## src/rtl/enc_if_pkg.sv

```systemverilog
// Shared constants for the registered 4-input priority encoder.
//   Y_W         width of the request vector
//   A_W         width of the encoded output {multi, valid, idx}
//   IDX_W       width of the index field A[1:0]
//   A_VALID_BIT position of the "any request" flag in A
//   A_MULTI_BIT position of the "two or more requests" flag in A
package enc_if_pkg;

    localparam int Y_W         = 4;
    localparam int A_W         = 4;
    localparam int IDX_W       = 2;
    localparam int A_VALID_BIT = 2;
    localparam int A_MULTI_BIT = 3;

endpackage : enc_if_pkg

```

## src/rtl/enc_if_prio_comb.sv

```systemverilog
// Combinational core of the priority encoder.
// Ports:
//   Y     in   [3:0]  request vector, Y[3] has the highest priority
//   idx   out  [1:0]  index of the highest-priority set bit (0 when Y == 0)
//   valid out         at least one request set
//   multi out         two or more requests set
module enc_if_prio_comb
    import enc_if_pkg::*;
(
    input  logic [Y_W-1:0]   Y,
    output logic [IDX_W-1:0] idx,
    output logic             valid,
    output logic             multi
);

    logic [2:0] req_cnt;

    always_comb begin
        idx = '0;
        if (Y[3]) begin
            idx = 2'd3;
        end else if (Y[2]) begin
            idx = 2'd2;
        end else if (Y[1]) begin
            idx = 2'd1;
        end else if (Y[0]) begin
            idx = 2'd0;
        end else begin
            idx = 2'd0;
        end
    end

    always_comb begin
        req_cnt = '0;
        for (int i = 0; i < Y_W; i++) begin
            req_cnt = req_cnt + 3'(Y[i]);
        end
    end

    assign valid = |Y;
    // multi can only be set when valid is, since it needs at least two bits.
    assign multi = (req_cnt >= 3'd2);

endmodule : enc_if_prio_comb

```

## src/rtl/enc_if_reg.sv

```systemverilog
// Registered 4-input priority encoder. One cycle of latency from Y to A,
// no combinational path from Y to A.
// Ports:
//   clk    in         system clock, rising edge active
//   rst_n  in         synchronous active-low reset, clears A
//   Y      in   [3:0] request vector, Y[3] has the highest priority
//   A      out  [3:0] registered code {multi, valid, idx[1:0]}
module enc_if_reg
    import enc_if_pkg::*;
(
    input  logic           clk,
    input  logic           rst_n,
    input  logic [Y_W-1:0] Y,
    output logic [A_W-1:0] A
);

    logic [IDX_W-1:0] idx;
    logic             valid;
    logic             multi;
    logic [A_W-1:0]   a_next;

    enc_if_prio_comb u_prio (
        .Y     (Y),
        .idx   (idx),
        .valid (valid),
        .multi (multi)
    );

    always_comb begin
        a_next              = '0;
        a_next[IDX_W-1:0]   = idx;
        a_next[A_VALID_BIT] = valid;
        a_next[A_MULTI_BIT] = multi;
    end

    always_ff @(posedge clk) begin
        if (!rst_n) begin
            A <= '0;
        end else begin
            A <= a_next;
        end
    end

endmodule : enc_if_reg

```

## config.mk

```make
export PLATFORM = sky130hd
export DESIGN_NAME = enc_if_reg
export DESIGN_NICKNAME = d
export VERILOG_FILES = /design/src/rtl/enc_if_pkg.sv /design/src/rtl/enc_if_prio_comb.sv /design/src/rtl/enc_if_reg.sv
export SDC_FILE = /design/constraint.sdc
export NUM_CORES = 1
export LEC_CHECK = 0
export ABC_AREA = 1
export BUFFER_PORTS_ARGS = -buffer_cell sky130_fd_sc_hd__buf_4
export CAP_MARGIN = 20
export CORE_AREA = 2 2 39 41
export DETAILED_ROUTE_END_ITERATION = 16
export DIE_AREA = 0 0 41 43
export SLEW_MARGIN = 20
export SYNTH_ARGS = -nofsm -noshare
export SYNTH_HDL_FRONTEND = slang
export SYNTH_SLANG_ARGS = --single-unit
export TNS_END_PERCENT = 5
```

## constraint.sdc

```tcl
create_clock -name clk -period 0.9 [get_ports clk]
set_input_delay 0.18 -clock clk [delete_from_list [all_inputs] [get_ports clk]]
set_output_delay 0.18 -clock clk [all_outputs]
set_load 0.005 [all_outputs]
```

==> results.json, run 1 <==
{
  "status": "complete, no violations",
  "p_leak_nw": 0.159,
  "dr.pass1.iters": 1,
  "startpoint": "A[0]",
  "post-cts-setup-buffers": 0,
  "yosysMostFrequentCell": "inv_1",
  "largest-register": "A",
  "routed_wl_um": 341,
  "critPathTopFamily": "flip-flops",
  "async_reset_ff_frac": 0,
  "clk_pin_slew_ns": 0.04,
  "finalSetupViolCount": 0,
  "timing.final.crit_share": 0.913,
  "yosysTopAreaCell": "dfxtp_1",
  "synth_area_um2": 170,
  "largest_register_ffs": 4,
  "rows": 14,
  "cp_num_buf_inv": 1,
  "max_freq_mhz": 1220,
  "crit_arrival_ns": 0.64,
  "clock_sinks": 4,
  "vias": 149,
  "grt_pass1_vias": 152,
  "ios": 10,
  "synthTopCellsByArea": "dfxtp_1 47%, ha_1 22%, inv_1 11%",
  "relSlewSlack": 0.917,
  "dpl.hpwl_um": 273,
  "fin_nets": 44,
  "cts_made_buffers": 3,
  "yosysSeqAreaShare": 0.471,
  "placed_cell_area_um2": 290,
  "cts_max_level": 1,
  "vias_per_cell": 3.04,
  "ir_drop_mv": 0.293,
  "crit_slowest_cell": "dfxtp_1",
  "die_w_um": 41,
  "ys_warn_count": 0,
  "io_buffers": 9,
  "clock_path_buffers": 2,
  "syn_avg_cell_area_um2": 8.51,
  "grt_overflow_total": 0,
  "clockRootBuffer": "clkbuf_4",
  "pwr_density_cell_nw_per_um2": 1600,
  "fin_util": 0.226,
  "slowest_delay_ns": 0.29,
  "area_growth_pct": 83.8,
  "die_area_um2": 1760,
  "min_from": "Y[2]",
  "ant_nets": 0,
  "grt_pass1_wl_um": 524,
  "fp.dieH_um": 43,
  "layout_top_registers": "A x4",
  "cts_hold_buf": 0,
  "syn-instance-count": 20,
  "drc": 0,
  "synthFlopType": "dfxtp_1",
  "n_antenna_cell": 0,
  "ys_ff_latch": 4,
  "cts_tree": "done",
  "drive_gt1_frac": 0.515,
  "critical_path_class": "flop to output port",
  "grt_max_degree": 5,
  "max_slew.worst_pin.slew_ns": 0.124,
  "path_cells": "buf_4",
  "period_needed_ns": 0.822,
  "netlist.area_leader.share": 0.471,
  "slew_viol_final": 0,
  "initial_core_util": 0.123,
  "place_congestion": 0.762,
  "hp-class": "primary input to flop",
  "crit_path_end_kind": "output port",
  "cts_resized": 0,
  "grt_antenna_before_repair": 0,
  "grt_use_total": 0.0522,
  "syn-num-nets": 29,
  "required_ns": 0.72,
  "coreArea_um2": 1380,
  "synth_edf_count": 0,
  "grt_setup_unrepaired": "false",
  "hold_viol": 0,
  "critPathMaxFanout": 1,
  "wire_per_inst_um": 6.96,
  "fin_area_um2": 313,
  "synth_cell_types": 6,
  "dr.first_iter.drc_count": 0,
  "drv_cap": 0,
  "start_kind": "flop",
  "ys_top_cells_by_count": "5 x inv_1, 4 x dfxtp_1, 3 x a21oi_1, 3 x ha_1, 3 x nor2_1"
}
==> metrics by stage <==
stage / worst slack [ns] / hold slack (ns) / instances / power [mW] / setup TNS, ns
6_report: 0.0784 / 0.198 / 49 / 0.499 / 0
3_3_place_gp: -0.139 / 0.436 / 46 / 0.286 / -0.139
4_1_cts: 0.0632 / 0.196 / 49 / 0.517 / 0
2_1_floorplan: 0.0253 / 0.306 / 20 / 0.236 / 0
5_1_grt: 0.0524 / 0.219 / 49 / 0.532 / 0
3_5_place_dp: -0.141 / 0.440 / 46 / 0.288 / -0.141
==> where the power goes <==
| group | internal, mW | total (mW) | leakage [nW] | switching (mW) |
|---|---|---|---|---|
| sequential | 0.192 | 0.195 | 0.0336 | 0.00298 |
| clock | 0.149 | 0.216 | 0.0138 | 0.0673 |
| combinational | 0.0522 | 0.0888 | 0.111 | 0.0366 |
==> final timing paths <==
path / end / cells past startpoint / slack [ns]
setup / recovery: A[0] / 1 / 0.08
hold / removal: A[1] / 3 / 0.20
==> layout by cell type, fill, tap and decap left out <==
cell type	count
a21oi_1	3
clkbuf_4	3
inv_1	3
nor2_1	3
ha_1	1
nand2_1	2
buf_4	10
ha_4	2
dfxtp_1	4
inv_2	2
==> cells by family after synthesis <==
family                   count (synthesis)  share of synthesized area
flip-flops                               4                      0.471
buffers and inverters                    5                      0.110
AND/OR/NAND/NOR                          5                      0.110
adder cells (fa/ha/maj)                  3                      0.221
AO/OA/AOI/OAI                            3                     0.0882
==> metal layers <==
metal | vias up | track usage | wire length, um
met5 | - | 0 | 0
met4 | 0 | 0.120 | 0
met3 | 0 | 0 | 37
met2 | 8 | 0.0563 | 153
met1 | 55 | 0.0513 | 150
li1 | 86 | - | -
==> area by class of cell <==
class / count / area, um2
Fill cell: 152 / 1070
Timing Repair Buffer: 10 / 75.1
Multi-Input combinational cell: 11 / 96.3
Clock buffer: 3 / 22.5
Sequential cell: 4 / 80.1
Inverter: 5 / 18.8
Tap cell: 16 / 20.0
(Power assumes the default switching activity.)
==> run 2, diff against run 1 <==
--- a/config.mk
+++ b/config.mk
@@ -6,11 +6,11 @@
 export NUM_CORES = 1
 export LEC_CHECK = 0
 export ABC_AREA = 1
-export BUFFER_PORTS_ARGS = -buffer_cell sky130_fd_sc_hd__buf_4
 export CAP_MARGIN = 20
 export CORE_AREA = 2 2 39 41
 export DETAILED_ROUTE_END_ITERATION = 16
 export DIE_AREA = 0 0 41 43
+export DONT_BUFFER_PORTS = 1
 export SLEW_MARGIN = 20
 export SYNTH_ARGS = -nofsm -noshare
 export SYNTH_HDL_FRONTEND = slang
==> results.json, run 2 (synthesized netlist as in run 1, its figures left out) <==
{
  "status": "complete, no violations",
  "fin_area_um2": 238,
  "grt_use_total": 0.0411,
  "cts_hold_buf": 0,
  "vias": 125,
  "max_slew.worst_pin.slew_ns": 0.130,
  "drive_gt1_frac": 0.304,
  "fin_nets": 34,
  "required_ns": 0.72,
  "fillerInstances": 164,
  "grt_overflow_total": 0,
  "crit_arrival_ns": 0.56,
  "pwr-share-comb": 0.093,
  "max_freq_mhz": 1360,
  "p_sw_mw": 0.0957,
  "multi_input_area_um2": 96.3,
  "fin_ws_ns": 0.163,
  "area_growth_pct": 39.7,
  "period_needed_ns": 0.737,
  "holdWs_ns": 0.0856,
  "grt_setup_unrepaired": "false",
  "grt_max_degree": 5,
  "min_path_cells": 2,
  "grt_pass1_wl_um": 400,
  "pwr_density_cell_nw_per_um2": 1920,
  "slew_viol_final": 0,
  "seq_area_um2": 80.1,
  "relSlewSlack": 0.913,
  "p_seq_frac": 0.434,
  "place_congestion": 0.689,
  "die_area_um2": 1760,
  "wire_per_inst_um": 7.90,
  "timing.final.crit_share": 0.819,
  "routed_wl_um": 308,
  "post-cts-setup-buffers": 0,
  "dp.cells": 36,
  "p_leak_nw": 0.110,
  "cts_made_buffers": 3,
  "clock_path_buffers": 2,
  "vias_per_cell": 3.21,
  "hold_viol": 0,
  "start_kind": "flop",
  "critical_path_class": "flop to output port",
  "cts_tree": "done",
  "largest_register_ffs": 4,
  "coreArea_um2": 1380,
  "fp.dieH_um": 43,
  "layout_top_registers": "A x4",
  "intPower_mw": 0.362,
  "drc": 0,
  "finalSetupViolCount": 0,
  "p_sw_frac": 0.209,
  "dr.pass1.iters": 2,
  "crit_path_end_kind": "output port",
  "fin_util": 0.172,
  "die_w_um": 41,
  "min_from": "Y[3]",
  "hp-class": "primary input to flop",
  "grt_antenna_before_repair": 0,
  "drv_cap": 0,
  "dr.first_iter.drc_count": 1,
  "place_ws_ns": -0.0183,
  "clock_sinks": 4,
  "final_cell_mix": "4 x dfxtp_1, 3 x inv_1, 3 x a21oi_1, 3 x nor2_1, 3 x clkbuf_4",
  "io_buffers": 0,
  "grt_pass1_vias": 135,
  "rows": 14,
  "n_antenna_cell": 0,
  "final_common_cell": "dfxtp_1",
  "clockRootBuffer": "clkbuf_4",
  "min_to": "A[0]",
  "clkPwrFrac": 0.472,
  "initial_core_util": 0.123,
  "cts_resized": 0,
  "ant_nets": 0,
  "cts_max_level": 1,
  "placed_cell_area_um2": 215,
  "ir_drop_mv": 0.265,
  "ios": 10,
  "critPathMaxFanout": 1,
  "largest-register": "A",
  "clk_pin_slew_ns": 0.04,
  "final_cells": 39
}
## run 2: final cells by class
| type | instances | area share |
|---|---|---|
| well taps | 16 | 0.0842 |
| flip-flops and latches | 4 | 0.337 |
| clock buffers | 3 | 0.0947 |
| multi-input cells | 11 | 0.405 |
| inverters | 5 | 0.0789 |
## run 2: power groups by stage
stage | registers [mW] | logic, mW | clock network, mW
5_1_grt | 0.199 | 0.0471 | 0.237
6_report | 0.199 | 0.0427 | 0.216
3_5_place_dp | 0.202 | 0.0428 | 0
2_1_floorplan | 0.199 | 0.0366 | 0
3_3_place_gp | 0.202 | 0.0416 | 0
4_1_cts | 0.199 | 0.0435 | 0.228
## run 2: worst max path at each step
stage / depth (start not counted) / slack (ns) / to / from
6_report: 0 / 0.16 / A[3] / A[3]
5_1_grt: 0 / 0.15 / A[3] / A[3]
4_1_cts: 0 / 0.15 / A[3] / A[3]
3_5_place_dp: 5 / -0.02 / A[3] / Y[1]
3_3_place_gp: 5 / -0.03 / A[3] / Y[1]
2_1_floorplan: 5 / 0.03 / A[3] / Y[1]
## run 2: layer usage
metal | vias up | track usage | share of wire
li1 | 66 | - | -
met1 | 47 | 0.0481 | 0.45
met2 | 10 | 0.0344 | 0.34
met3 | 2 | 0 | 0.16
met4 | 0 | 0.100 | 0.049
met5 | - | 0 | 0
## run 2: stage by stage
stage / power (mW) / TNS [ns]
2_1_floorplan: 0.236 / 0
3_3_place_gp: 0.243 / -0.0253
3_5_place_dp: 0.245 / -0.0183
4_1_cts: 0.471 / 0
5_1_grt: 0.483 / 0
6_report: 0.457 / 0
